[src/rtl/audio_gain_ctrl_pkg.sv]
// Shared types, default parameters and arithmetic helpers for the audio gain stage.
package audio_pkg;

  localparam int DEF_DATA_W          = 16;
  localparam int DEF_NUM_CH          = 2;
  localparam int DEF_GAIN_W          = 8;
  localparam int DEF_GAIN_FRAC       = 4;
  localparam int DEF_RAMP_STEP       = 1;
  localparam int DEF_DEBOUNCE_CYCLES = 500000;

  typedef enum logic [1:0] {
    IDLE     = 2'd0,
    PRESS_DB = 2'd1,
    HELD     = 2'd2,
    REL_DB   = 2'd3
  } btn_state_t;

  // k=0 mutes, otherwise 2^(k-1) in the gain's fixed-point format
  function automatic logic [31:0] step_to_gain(input logic [31:0] k);
    logic [31:0] g;
    if (k == 32'd0) begin
      g = 32'd0;
    end else begin
      g = 32'd1 << (k - 32'd1);
    end
    return g;
  endfunction

  // Returns {clip, value}: product shifted right arithmetically, then clamped to data_w signed
  function automatic logic [64:0] sat_clip(input logic signed [63:0] product,
                                           input int frac, input int data_w);
    logic signed [63:0] sh;
    logic signed [63:0] hi;
    logic signed [63:0] lo;
    logic [64:0]        r;
    sh = product >>> frac;
    hi = (64'sd1 <<< (data_w - 1)) - 64'sd1;
    lo = -(64'sd1 <<< (data_w - 1));
    if (sh > hi) begin
      r = {1'b1, hi};
    end else if (sh < lo) begin
      r = {1'b1, lo};
    end else begin
      r = {1'b0, sh};
    end
    return r;
  endfunction

endpackage

[src/rtl/audio_gain_ctrl_if.sv]
// Sample stream bus between the codec receive path, the gain stage and the DAC path.
interface audio_gain_ctrl_if #(
  parameter int DATA_W = audio_pkg::DEF_DATA_W,
  parameter int NUM_CH = audio_pkg::DEF_NUM_CH
);
  logic                     sample_valid;
  logic [NUM_CH*DATA_W-1:0] sample_in;
  logic [NUM_CH*DATA_W-1:0] sample_out;
  logic                     out_valid;
  logic [NUM_CH-1:0]        clip;

  modport master (output sample_valid, sample_in, input sample_out, out_valid, clip);
  modport slave  (input sample_valid, sample_in, output sample_out, out_valid, clip);
endinterface

[src/rtl/audio_gain_ctrl_debounce.sv]
// Synchronises the volume buttons and emits one step pulse per stable press (no auto-repeat).
module audio_button_debounce
  import audio_pkg::*;
#(
  parameter int DEBOUNCE_CYCLES = DEF_DEBOUNCE_CYCLES
) (
  input  logic CLOCK_50,
  input  logic AUD_DACLRCK,
  input  logic vol_up,
  input  logic vol_down,
  output logic step_up,
  output logic step_down
);
  localparam int CNT_W = (DEBOUNCE_CYCLES > 1) ? $clog2(DEBOUNCE_CYCLES) : 1;
  localparam logic [CNT_W-1:0] CNT_LOAD = CNT_W'(DEBOUNCE_CYCLES - 1);

  logic [1:0]       sync1_r;
  logic [1:0]       pair_r;
  logic [1:0]       last_r;
  logic [CNT_W-1:0] cnt_r;
  btn_state_t       state_r;
  logic             step_up_r;
  logic             step_down_r;

  // Two-flop synchroniser, bit 0 = up, bit 1 = down
  always_ff @(posedge CLOCK_50 or posedge AUD_DACLRCK) begin
    if (AUD_DACLRCK) begin
      sync1_r <= 2'b00;
      pair_r  <= 2'b00;
    end else begin
      sync1_r <= {vol_down, vol_up};
      pair_r  <= sync1_r;
    end
  end

  // Press/release debounce FSM with registered step pulses
  always_ff @(posedge CLOCK_50 or posedge AUD_DACLRCK) begin
    if (AUD_DACLRCK) begin
      state_r     <= IDLE;
      cnt_r       <= {CNT_W{1'b0}};
      last_r      <= 2'b00;
      step_up_r   <= 1'b0;
      step_down_r <= 1'b0;
    end else begin
      step_up_r   <= 1'b0;
      step_down_r <= 1'b0;
      case (state_r)
        IDLE: begin
          if (pair_r != 2'b00) begin
            cnt_r   <= CNT_LOAD;
            last_r  <= pair_r;
            state_r <= PRESS_DB;
          end else begin
            state_r <= IDLE;
          end
        end
        PRESS_DB: begin
          if (pair_r != last_r) begin
            cnt_r   <= CNT_LOAD;
            last_r  <= pair_r;
            state_r <= (pair_r == 2'b00) ? IDLE : PRESS_DB;
          end else if (cnt_r == {CNT_W{1'b0}}) begin
            // Both buttons together are deliberately a no-op
            step_up_r   <= (pair_r == 2'b01);
            step_down_r <= (pair_r == 2'b10);
            state_r     <= HELD;
          end else begin
            cnt_r <= cnt_r - CNT_W'(1);
          end
        end
        HELD: begin
          if (pair_r == 2'b00) begin
            cnt_r   <= CNT_LOAD;
            state_r <= REL_DB;
          end else begin
            state_r <= HELD;
          end
        end
        REL_DB: begin
          if (pair_r != 2'b00) begin
            state_r <= HELD;
          end else if (cnt_r == {CNT_W{1'b0}}) begin
            state_r <= IDLE;
          end else begin
            cnt_r <= cnt_r - CNT_W'(1);
          end
        end
        default: begin
          state_r <= IDLE;
        end
      endcase
    end
  end

  assign step_up   = step_up_r;
  assign step_down = step_down_r;

endmodule

[src/rtl/audio_gain_ctrl.sv]
// Multi-channel volume stage: log gain steps from buttons, per-sample gain ramp,
// two-stage saturating multiply with an equal-latency bypass.
module audio_gain_ctrl
  import audio_pkg::*;
#(
  parameter int DATA_W          = DEF_DATA_W,
  parameter int NUM_CH          = DEF_NUM_CH,
  parameter int GAIN_W          = DEF_GAIN_W,
  parameter int GAIN_FRAC       = DEF_GAIN_FRAC,
  parameter int RAMP_STEP       = DEF_RAMP_STEP,
  parameter int DEBOUNCE_CYCLES = DEF_DEBOUNCE_CYCLES
) (
  input  logic                        CLOCK_50,
  input  logic                        AUD_DACLRCK,
  input  logic                        dsp_enable,
  input  logic                        vol_up,
  input  logic                        vol_down,
  audio_gain_ctrl_if.slave            bus,
  output logic [$clog2(GAIN_W+1)-1:0] gain_idx
);
  localparam int IDX_W  = $clog2(GAIN_W + 1);
  localparam int PROD_W = DATA_W + GAIN_W + 1;
  localparam logic [IDX_W-1:0]  RESET_IDX = IDX_W'(GAIN_FRAC + 1);
  localparam logic [IDX_W-1:0]  MAX_IDX   = IDX_W'(GAIN_W);
  localparam logic [GAIN_W-1:0] UNITY     = GAIN_W'(1 << GAIN_FRAC);
  localparam logic [GAIN_W-1:0] RAMP_L    = GAIN_W'(RAMP_STEP);

  logic                     step_up_s;
  logic                     step_down_s;
  logic [IDX_W-1:0]         k_r;
  logic [GAIN_W-1:0]        target_gain_s;
  logic [GAIN_W-1:0]        cur_gain_r;
  logic [GAIN_W-1:0]        gain_diff_s;
  logic [GAIN_W-1:0]        gain_step_s;
  logic [GAIN_W-1:0]        next_gain_s;
  logic                     v1_r;
  logic                     en1_r;
  logic                     out_valid_r;
  logic signed [PROD_W-1:0] prod_s [NUM_CH];
  logic signed [PROD_W-1:0] prod_r [NUM_CH];
  logic [DATA_W-1:0]        byp_r [NUM_CH];
  logic [DATA_W-1:0]        sat_val_s [NUM_CH];
  logic [NUM_CH-1:0]        sat_clip_s;
  logic [NUM_CH-1:0]        clip_r;
  logic [NUM_CH*DATA_W-1:0] out_r;

  audio_button_debounce #(.DEBOUNCE_CYCLES(DEBOUNCE_CYCLES)) u_debounce (
    .CLOCK_50    (CLOCK_50),
    .AUD_DACLRCK (AUD_DACLRCK),
    .vol_up      (vol_up),
    .vol_down    (vol_down),
    .step_up     (step_up_s),
    .step_down   (step_down_s)
  );

  // Step index, clamped to 0..GAIN_W
  always_ff @(posedge CLOCK_50 or posedge AUD_DACLRCK) begin
    if (AUD_DACLRCK) begin
      k_r <= RESET_IDX;
    end else if (step_up_s && (k_r != MAX_IDX)) begin
      k_r <= k_r + IDX_W'(1);
    end else if (step_down_s && (k_r != {IDX_W{1'b0}})) begin
      k_r <= k_r - IDX_W'(1);
    end else begin
      k_r <= k_r;
    end
  end

  assign target_gain_s = GAIN_W'(step_to_gain(32'(k_r)));

  // Next applied gain: move toward target by at most RAMP_STEP
  always_comb begin
    gain_diff_s = {GAIN_W{1'b0}};
    next_gain_s = cur_gain_r;
    if (cur_gain_r < target_gain_s) begin
      gain_diff_s = target_gain_s - cur_gain_r;
    end else begin
      gain_diff_s = cur_gain_r - target_gain_s;
    end
    gain_step_s = (gain_diff_s > RAMP_L) ? RAMP_L : gain_diff_s;
    if (cur_gain_r < target_gain_s) begin
      next_gain_s = cur_gain_r + gain_step_s;
    end else begin
      next_gain_s = cur_gain_r - gain_step_s;
    end
  end

  // Applied gain advances once per accepted sample, after that sample's multiply
  always_ff @(posedge CLOCK_50 or posedge AUD_DACLRCK) begin
    if (AUD_DACLRCK) begin
      cur_gain_r <= UNITY;
    end else if (bus.sample_valid) begin
      cur_gain_r <= next_gain_s;
    end else begin
      cur_gain_r <= cur_gain_r;
    end
  end

  for (genvar ch = 0; ch < NUM_CH; ch++) begin : g_ch
    logic signed [DATA_W-1:0] smp_s;
    logic signed [63:0]       prod_ext_s;
    assign smp_s      = bus.sample_in[ch*DATA_W +: DATA_W];
    assign prod_s[ch] = $signed({{(PROD_W-DATA_W){smp_s[DATA_W-1]}}, smp_s})
                      * $signed({{(PROD_W-GAIN_W){1'b0}}, cur_gain_r});
    assign prod_ext_s     = {{(64-PROD_W){prod_r[ch][PROD_W-1]}}, prod_r[ch]};
    assign sat_val_s[ch]  = DATA_W'(sat_clip(prod_ext_s, GAIN_FRAC, DATA_W));
    assign sat_clip_s[ch] = 1'(sat_clip(prod_ext_s, GAIN_FRAC, DATA_W) >> 7'd64);
  end

  // Stage 1: products plus raw samples for bypass
  always_ff @(posedge CLOCK_50 or posedge AUD_DACLRCK) begin
    if (AUD_DACLRCK) begin
      v1_r  <= 1'b0;
      en1_r <= 1'b0;
      for (int i = 0; i < NUM_CH; i++) begin
        prod_r[i] <= {PROD_W{1'b0}};
        byp_r[i]  <= {DATA_W{1'b0}};
      end
    end else begin
      v1_r <= bus.sample_valid;
      if (bus.sample_valid) begin
        en1_r <= dsp_enable;
        for (int i = 0; i < NUM_CH; i++) begin
          prod_r[i] <= prod_s[i];
          byp_r[i]  <= bus.sample_in[i*DATA_W +: DATA_W];
        end
      end else begin
        en1_r <= en1_r;
      end
    end
  end

  // Stage 2: shift/saturate or bypass; outputs hold between valids
  always_ff @(posedge CLOCK_50 or posedge AUD_DACLRCK) begin
    if (AUD_DACLRCK) begin
      out_valid_r <= 1'b0;
      out_r       <= {(NUM_CH*DATA_W){1'b0}};
      clip_r      <= {NUM_CH{1'b0}};
    end else begin
      out_valid_r <= v1_r;
      if (v1_r) begin
        for (int i = 0; i < NUM_CH; i++) begin
          out_r[i*DATA_W +: DATA_W] <= en1_r ? sat_val_s[i] : byp_r[i];
        end
        clip_r <= en1_r ? sat_clip_s : {NUM_CH{1'b0}};
      end else begin
        clip_r <= clip_r;
      end
    end
  end

  assign bus.sample_out = out_r;
  assign bus.out_valid  = out_valid_r;
  assign bus.clip       = clip_r;
  assign gain_idx       = k_r;

endmodule

[src/flat_wrapper.sv]
// flat-port wrapper written by rule: the top's interface ports become plain ports
module audio_gain_ctrl_flat import audio_pkg::*;
#(
  parameter int DATA_W          = DEF_DATA_W,
  parameter int NUM_CH          = DEF_NUM_CH,
  parameter int GAIN_W          = DEF_GAIN_W,
  parameter int GAIN_FRAC       = DEF_GAIN_FRAC,
  parameter int RAMP_STEP       = DEF_RAMP_STEP,
  parameter int DEBOUNCE_CYCLES = DEF_DEBOUNCE_CYCLES
)
  (CLOCK_50, AUD_DACLRCK, dsp_enable, vol_up, vol_down, gain_idx, bus_sample_valid, bus_sample_in, bus_sample_out, bus_out_valid, bus_clip);
  audio_gain_ctrl_if #(.DATA_W(DATA_W), .NUM_CH(NUM_CH)) bus_i ();
  input  logic CLOCK_50;
  input  logic AUD_DACLRCK;
  input  logic dsp_enable;
  input  logic vol_up;
  input  logic vol_down;
  output logic [$clog2(GAIN_W+1)-1:0] gain_idx;
  input wire logic [$bits(bus_i.sample_valid)-1:0] bus_sample_valid;
  input wire logic [$bits(bus_i.sample_in)-1:0] bus_sample_in;
  output wire logic [$bits(bus_i.sample_out)-1:0] bus_sample_out;
  output wire logic [$bits(bus_i.out_valid)-1:0] bus_out_valid;
  output wire logic [$bits(bus_i.clip)-1:0] bus_clip;
  assign bus_i.sample_valid = bus_sample_valid;
  assign bus_i.sample_in = bus_sample_in;
  assign bus_sample_out = bus_i.sample_out;
  assign bus_out_valid = bus_i.out_valid;
  assign bus_clip = bus_i.clip;
  audio_gain_ctrl #(.DATA_W(DATA_W), .NUM_CH(NUM_CH), .GAIN_W(GAIN_W), .GAIN_FRAC(GAIN_FRAC), .RAMP_STEP(RAMP_STEP), .DEBOUNCE_CYCLES(DEBOUNCE_CYCLES)) u_core (.CLOCK_50(CLOCK_50), .AUD_DACLRCK(AUD_DACLRCK), .dsp_enable(dsp_enable), .vol_up(vol_up), .vol_down(vol_down), .bus(bus_i), .gain_idx(gain_idx));
endmodule
[config.mk]
export PLATFORM = sky130hd
export DESIGN_NAME = audio_gain_ctrl_flat
export DESIGN_NICKNAME = d
export VERILOG_FILES = /design/src/rtl/audio_gain_ctrl_pkg.sv /design/src/rtl/audio_gain_ctrl_if.sv /design/src/rtl/audio_gain_ctrl_debounce.sv /design/src/rtl/audio_gain_ctrl.sv /design/src/flat_wrapper.sv
export SDC_FILE = /design/constraint.sdc
export NUM_CORES = 1
export LEC_CHECK = 0
export ABC_AREA = 0
export BUFFER_PORTS_ARGS = -buffer_cell sky130_fd_sc_hd__buf_2
export CAP_MARGIN = 20
export CORE_MARGIN = 2
export CORE_UTILIZATION = 61
export CTS_CLUSTER_DIAMETER = 200
export DETAILED_ROUTE_END_ITERATION = 8
export PLACE_DENSITY = 0.86
export SYNTH_ARGS = -nofsm -noshare
export SYNTH_HDL_FRONTEND = slang
export SYNTH_SLANG_ARGS = --single-unit
[constraint.sdc]
create_clock -name CLOCK_50 -period 7.17 [get_ports CLOCK_50]
set_input_delay 1.434 -clock CLOCK_50 [delete_from_list [all_inputs] [get_ports CLOCK_50]]
set_output_delay 1.434 -clock CLOCK_50 [all_outputs]
set_load 0.03 [all_outputs]
==> impl_results.md, run 1 <==
- Most common cell after layout, fill and taps aside: inv_1
- Drt total wl: 39800 um
- Req. time, crit path: 7520 ps
- CTS clk-pin slew, worst paths: 70 ps
- GR Util met2: 50.0%
- Insertion delay to the later sink of the worst-skew pair: 440 ps
- Die ar.: 28500 um^2
- CP Launch Type: flop
- Routability cong.: 0.893
- Largest net degree at the start of global routing: 86
- WL/cell: 18.4 um
- Core ar.: 26800 um^2
- Met1 GRT Util: 37.4%
- Final #Nets: 2180
- PortBufs: 76
- Root buffer cell: clkbuf_16
- Worst setup path start: u_core.gain_idx[1]
- Overflow after GRT: 0
- Post-synth EDFFs: 0
- Final setup fails: 0
- FMAX: 150 MHz
- Die W: 169 um
- Cells after Synth: 1754
- Worst-margin pin slew: 1150 ps
- All-Layer GR Usage: 29.4%
- CP endpoint: u_core.cur_gain_r[7]
- Final worst-path cycle share: 93.2%
- DRT Pass-1 Iters: 5
- Hpwl dp: 28600 um
- Layout area overhead: 8.14%
- Vias post-DR: 12700
- Register Area: 3810 um^2
- Total CTS buffers: 17
- Async S/R FF share, synth: 100%
- CTS sink cnt: 152
- R2R Path Start: u_core.gain_idx[1]
- Most frequent cells in the layout: inv_1 (293), fa_1 (208), nand2_1 (197)
- GRT Max-Usage Layer: met2
- Initial drt markers: 950
- Crit end category: flop
- CP max FO: 10
- Initial antenna violation count: 1
- Clock buffer depth: 2
- DRT antenna net count: 0
- DRC viols: 0
- Number of global-route vias before repair: 13600
- Min-delay worst type: reg2reg
- Syn Std Cell Area: 16600 um^2
- Crit Reg-Reg Endpoint: u_core.cur_gain_r[7]
- Avg Cell Area, Syn: 9.46 um^2
- Met3 usage: 4.49%
- Worst reg2reg path depth: 25
- Max-cap check violation count: 0
- Starting Density: 61.9%
- Syn. warnings: 0
- Post-CTS Setup Bufs: 0
- I/O pin cnt: 77
- H-tree depth: 4
- First-pass GRT wire length: 66400 um
- Minimum clock period: 6680 ps
- # hold bufs at CTS: 0
- Main synth FF type: dfrtp_1
- Setup TNS: 0 ps
- Net Count, Synth: 2125
- Post-synth cell types: 64
- Status: finished clean
- Die Y: 169 um
- Layout fillers: 1906
- Register area share after synthesis: 23.0%
- Yosys reg bits: 152
- Layout cell share with drive strength beyond 1: 13.2%
- Area of the multi-input gates: 11400 um^2
- Setup slack, reg-to-reg: 490 ps
- Hold Vio Cnt, Final: 0
- Worst EP arrival: 7040 ps
- Final slew viol count: 0
- Clock Skews: 9.61 ps
- Post-CTS sizing: 0
- Vias/cell: 5.88
- Relative slew slack: 23.2%
- WS Path Type: reg2reg
- Row count: 60
- CTS tree: yes
- RSZ-0062 raised after global routing: no
## synthesized netlist by cell type, types with 3 or more instances
master      n  area [um^2]
nand2_1   197          739
nor4_1      8         50.1
xnor2_1    52          455
a21o_1     17          128
nand3_1    16         80.1
nand2b_1   10         62.6
and2_1    154          963
nand3b_1    3         22.5
a21oi_1    97          485
a211oi_1    4         30.0
a31oi_1     7         43.8
and4_1      3         26.3
nor3_1     18         90.1
o21bai_1    6         45.0
dfstp_2     3         78.8
mux2i_1     6         60.1
or4_1       4         30.0
buf_1       5         18.8
ha_1      125         1560
a31o_2      5         43.8
nor2_1     83          312
o21ai_0    38          190
xor2_1     19          166
nor2b_1     6         37.5
inv_1     294         1100
dfrtp_1   149         3730
o21a_1      6         45.0
clkbuf_1   48          180
o31ai_1     8         60.1
mux2_2     98         1100
and3_1      6         37.5
o211ai_1    6         45.0
o21ai_1     5         25.0
fa_1      208         4160
## kinds of logic (layout without fill, tap and decap cells)
| kind of cell | Yosys count | in the layout | synth area share, % |
|---|---|---|---|
| muxes | 106 | 106 | 7.20 |
| and+or+nand+nor | 518 | 518 | 15.2 |
| adders and majority gates | 333 | 333 | 34.5 |
| AOI/OAI and AO/OA | 222 | 222 | 8.27 |
| DFF | 152 | 152 | 23.0 |
| buffers and inverters | 351 | 419 | 8.04 |
| other | 1 | 2 | 0.0226 |
| xor gates and xnor gates | 71 | 71 | 3.75 |
## layer usage
layer,part of all wire [%],vias up
met5,0,-
met1,39,6334
met4,3.9,0
met3,7.5,124
li1,-,5687
met2,49,579
## worst min-delay path by stage
stage	start	cells past startpoint	end
after floorplan	u_core.u_debounce.sync1_r[0]	0	u_core.u_debounce.pair_r[0]
after global placement	u_core.u_debounce.sync1_r[1]	0	u_core.u_debounce.pair_r[1]
after detailed placement	u_core.u_debounce.sync1_r[1]	0	u_core.u_debounce.pair_r[1]
after CTS	u_core.u_debounce.sync1_r[1]	0	u_core.u_debounce.pair_r[1]
after global routing	u_core.u_debounce.sync1_r[1]	0	u_core.u_debounce.pair_r[1]
final	u_core.u_debounce.sync1_r[1]	0	u_core.u_debounce.pair_r[1]
## stage by stage
| stage | cells | utilization (%) | hold WS, ps | instance area (um^2) | worst slack [ps] |
|---|---|---|---|---|---|
| after floorplan | 1754 | - | 331 | 16600 | 1300 |
| after global placement | 2130 | 64.5 | 351 | 17300 | 904 |
| after detailed placement | 2130 | 64.5 | 349 | 17300 | 783 |
| after CTS | 2162 | 66.8 | 363 | 17900 | 624 |
| after global routing | 2163 | 66.9 | 374 | 17900 | 136 |
| final | 2164 | 66.9 | 363 | 17900 | 488 |
## layout make-up
cell class / instances / area share [%]
Clock inverter: 15 / 1.07
Clock buffer: 17 / 2.37
Antenna cell: 1 / 0.0139
Multi-Input combinational cell: 1251 / 63.8
Tap cell: 341 / 2.38
Sequential cell: 152 / 21.2
Inverter: 295 / 6.20
Timing Repair Buffer: 92 / 2.92
## registers in the layout, indices dropped and copies added, names as in the netlist, 4 cells and up
signal,cells
u_core.g_ch.prod_ext_s,42
u_core.bus.sample_out,32
u_core.byp_r,32
u_core.u_debounce.cnt_r,19
u_core.cur_gain_r,8
u_core.gain_idx,4
## critical path, stage by stage, from the launching register on
cell	delay, ps
dfrtp_1	510
inv_1	170
ha_1	300
nand3b_1	180
o32ai_1	430
nand2_1	180
inv_1	100
ha_1	310
and3_1	230
a22o_4	280
o41a_1	410
or4_1	550
o41ai_1	90
o2111ai_1	190
and4b_1	470
ha_1	260
nand2b_1	170
ha_1	200
inv_1	50
o21ai_0	330
a21oi_1	160
o21ai_0	280
a31o_2	270
nand4_1	100
mux2_4	300
o2111ai_2	80
Power of run 1 is left out: the tool's default activity adds up to more than one toggle a clock period on the data nets, which glitch-free logic cannot reach.
==> run 2, diff against run 1 <==
--- a/config.mk
+++ b/config.mk
@@ -13,6 +13,7 @@
 export CTS_CLUSTER_DIAMETER = 200
 export DETAILED_ROUTE_END_ITERATION = 8
 export PLACE_DENSITY = 0.86
+export RECOVER_POWER = 25
 export SYNTH_ARGS = -nofsm -noshare
 export SYNTH_HDL_FRONTEND = slang
 export SYNTH_SLANG_ARGS = --single-unit
==> impl_results.md, run 2 (same netlist as run 1, synthesis figures left out) <==
- Vias/cell: 5.90 (was 5.88)
- CTS tree: yes (unchanged)
- Post-DP Area: 17300 um^2 (unchanged)
- Worst setup path start: u_core.gain_idx[1] (unchanged)
- Starting Density: 61.9% (unchanged)
- CP delay by family, top: compound AO/OA/AOI/OAI gates (unchanged)
- Insertion delay to the later sink of the worst-skew pair: 440 ps (about the same)
- Req. time, crit path: 7520 ps (about the same)
- Layout cell share with drive strength beyond 1: 13.2% (about the same)
- RSZ-0062 raised after global routing: no (unchanged)
- Worst reg2reg path depth: 25 (unchanged)
- Crit Reg-Reg Endpoint: u_core.cur_gain_r[7] (unchanged)
- CP max FO: 10 (unchanged)
- Post-CTS sizing: 0 (unchanged)
- Failing checks: max-capacitance violations, max-slew violations
- Die ar.: 28500 um^2 (unchanged)
- Initial antenna violation count: 1 (unchanged)
- Root buffer cell: clkbuf_16 (unchanged)
- Vias post-DR: 12800 (was 12700)
- # hold bufs at CTS: 0 (unchanged)
- CP Launch Type: flop (unchanged)
- Routability cong.: 0.893 (unchanged)
- Most frequent cells in the layout: inv_1 (293), fa_1 (208), nand2_1 (197) (unchanged)
- Hold Vio Cnt, Final: 0 (unchanged)
- CTS sink cnt: 152 (unchanged)
- Row count: 60 (unchanged)
- Hold path depth: 0 (unchanged)
- Total CTS buffers: 17 (unchanged)
- Number of global-route vias before repair: 13600 (unchanged)
- Layout fillers: 1907 (was 1906)
- Hold Worst Slack: 363 ps (about the same)
- WL/cell: 18.4 um (about the same)
- Setup TNS: 0 ps (unchanged)
- Crit path top cell by count: ha_1 (unchanged)
- Status: finished with violations (was finished clean)
- H-tree depth: 4 (unchanged)
- Slowest-stage cell, CP: or4_1 (unchanged)
- Hpwl dp: 28600 um (unchanged)
- Setup slack, reg-to-reg: 500 ps (was 490 ps)
- Relative slew slack: -154% (was 23.2%)
- DRC viols: 0 (unchanged)
- Hold Path End: u_core.u_debounce.pair_r[1] (unchanged)
- Post-CTS Setup Bufs: 0 (unchanged)
- Final slew viol count: 126 (was 0)
- Initial drt markers: 961 (was 950)
- DRT Pass-1 Iters: 5 (unchanged)
- I/O pin cnt: 77 (unchanged)
- DRT antenna net count: 0 (unchanged)
- Die Y: 169 um (unchanged)
- Final worst-path cycle share: 93.0% (was 93.2%)
- Worst-margin pin slew: 3790 ps (was 1150 ps)
- All-Layer GR Usage: 29.4% (unchanged)
- PortBufs: 76 (unchanged)
- Clock buffer depth: 2 (unchanged)
- Die W: 169 um (unchanged)
- CTS clk-pin slew, worst paths: 70 ps (about the same)
- Worst EP arrival: 7020 ps (was 7040 ps)
- Most common cell after layout, fill and taps aside: inv_1 (unchanged)
- Minimum clock period: 6670 ps (was 6680 ps)
- FMAX: 150 MHz (about the same)
- Max FFs per register: 42 (unchanged)
- Core ar.: 26800 um^2 (unchanged)
- Buf+Inv Stages, Crit Path: 3 (unchanged)
- Worst path max stage delay: 550 ps (about the same)
- Hold_sp: u_core.u_debounce.sync1_r[1] (unchanged)
- Layout area overhead: 8.11% (was 8.14%)
- First-pass GRT wire length: 66400 um (unchanged)
- Max-cap check violation count: 2 (was 0)
- Final setup fails: 0 (unchanged)
- Design area: 17900 um^2 (about the same)
- R2R Path Start: u_core.gain_idx[1] (unchanged)
- Largest net degree at the start of global routing: 86 (unchanged)
- Overflow after GRT: 0 (unchanged)
- Crit end category: flop (unchanged)
- Final #Nets: 2180 (unchanged)
- Min-delay worst type: reg2reg (unchanged)
- Drt total wl: 39900 um (was 39800 um)
- Clock Skews: 10.7 ps (was 9.61 ps)
- WS Path Type: reg2reg (unchanged)
==> run 2: metal layers <==
| metal | share of wire, % | vias to the layer above | GRT usage [%] |
|---|---|---|---|
| li1 | - | 5680 | - |
| met1 | 40 | 6387 | 37.4 |
| met2 | 49 | 559 | 50.0 |
| met3 | 7.0 | 143 | 4.49 |
| met4 | 4.1 | 0 | 12.9 |
| met5 | 0 | - | 0 |
==> run 2: final cells by class <==
cell class                      instances  area [um^2]  area share (%)
Multi-Input combinational cell       1251        11400            63.8
Sequential cell                       152         3810            21.2
Inverter                              295         1110            6.18
Tap cell                              341          427            2.38
Clock buffer                           17          425            2.37
Timing Repair Buffer                   92          523            2.92
Clock inverter                         15          193            1.07
Antenna cell                            1         2.50          0.0140
==> run 2: stage by stage <==
step | std cells | setup WS, ps | utilization (%)
5_1_grt | 2163 | 136 | 66.9
3_3_place_gp | 2130 | 904 | 64.5
2_1_floorplan | 1754 | 1300 | -
4_1_cts | 2162 | 624 | 66.8
3_5_place_dp | 2130 | 783 | 64.5
6_report | 2164 | 503 | 66.9
==> run 2: worst max-delay path by stage <==
stage | to | slack, ps | depth (start not counted)
after CTS | u_core.cur_gain_r[7] | 620 | 25
after global placement | u_core.g_ch[1].prod_ext_s[23] | 900 | 19
after floorplan | u_core.g_ch[1].prod_ext_s[23] | 1300 | 18
after detailed placement | u_core.cur_gain_r[7] | 780 | 25
final | u_core.cur_gain_r[7] | 500 | 25
after global routing | u_core.cur_gain_r[7] | 140 | 28
Power of run 2 is left out for the same reason.
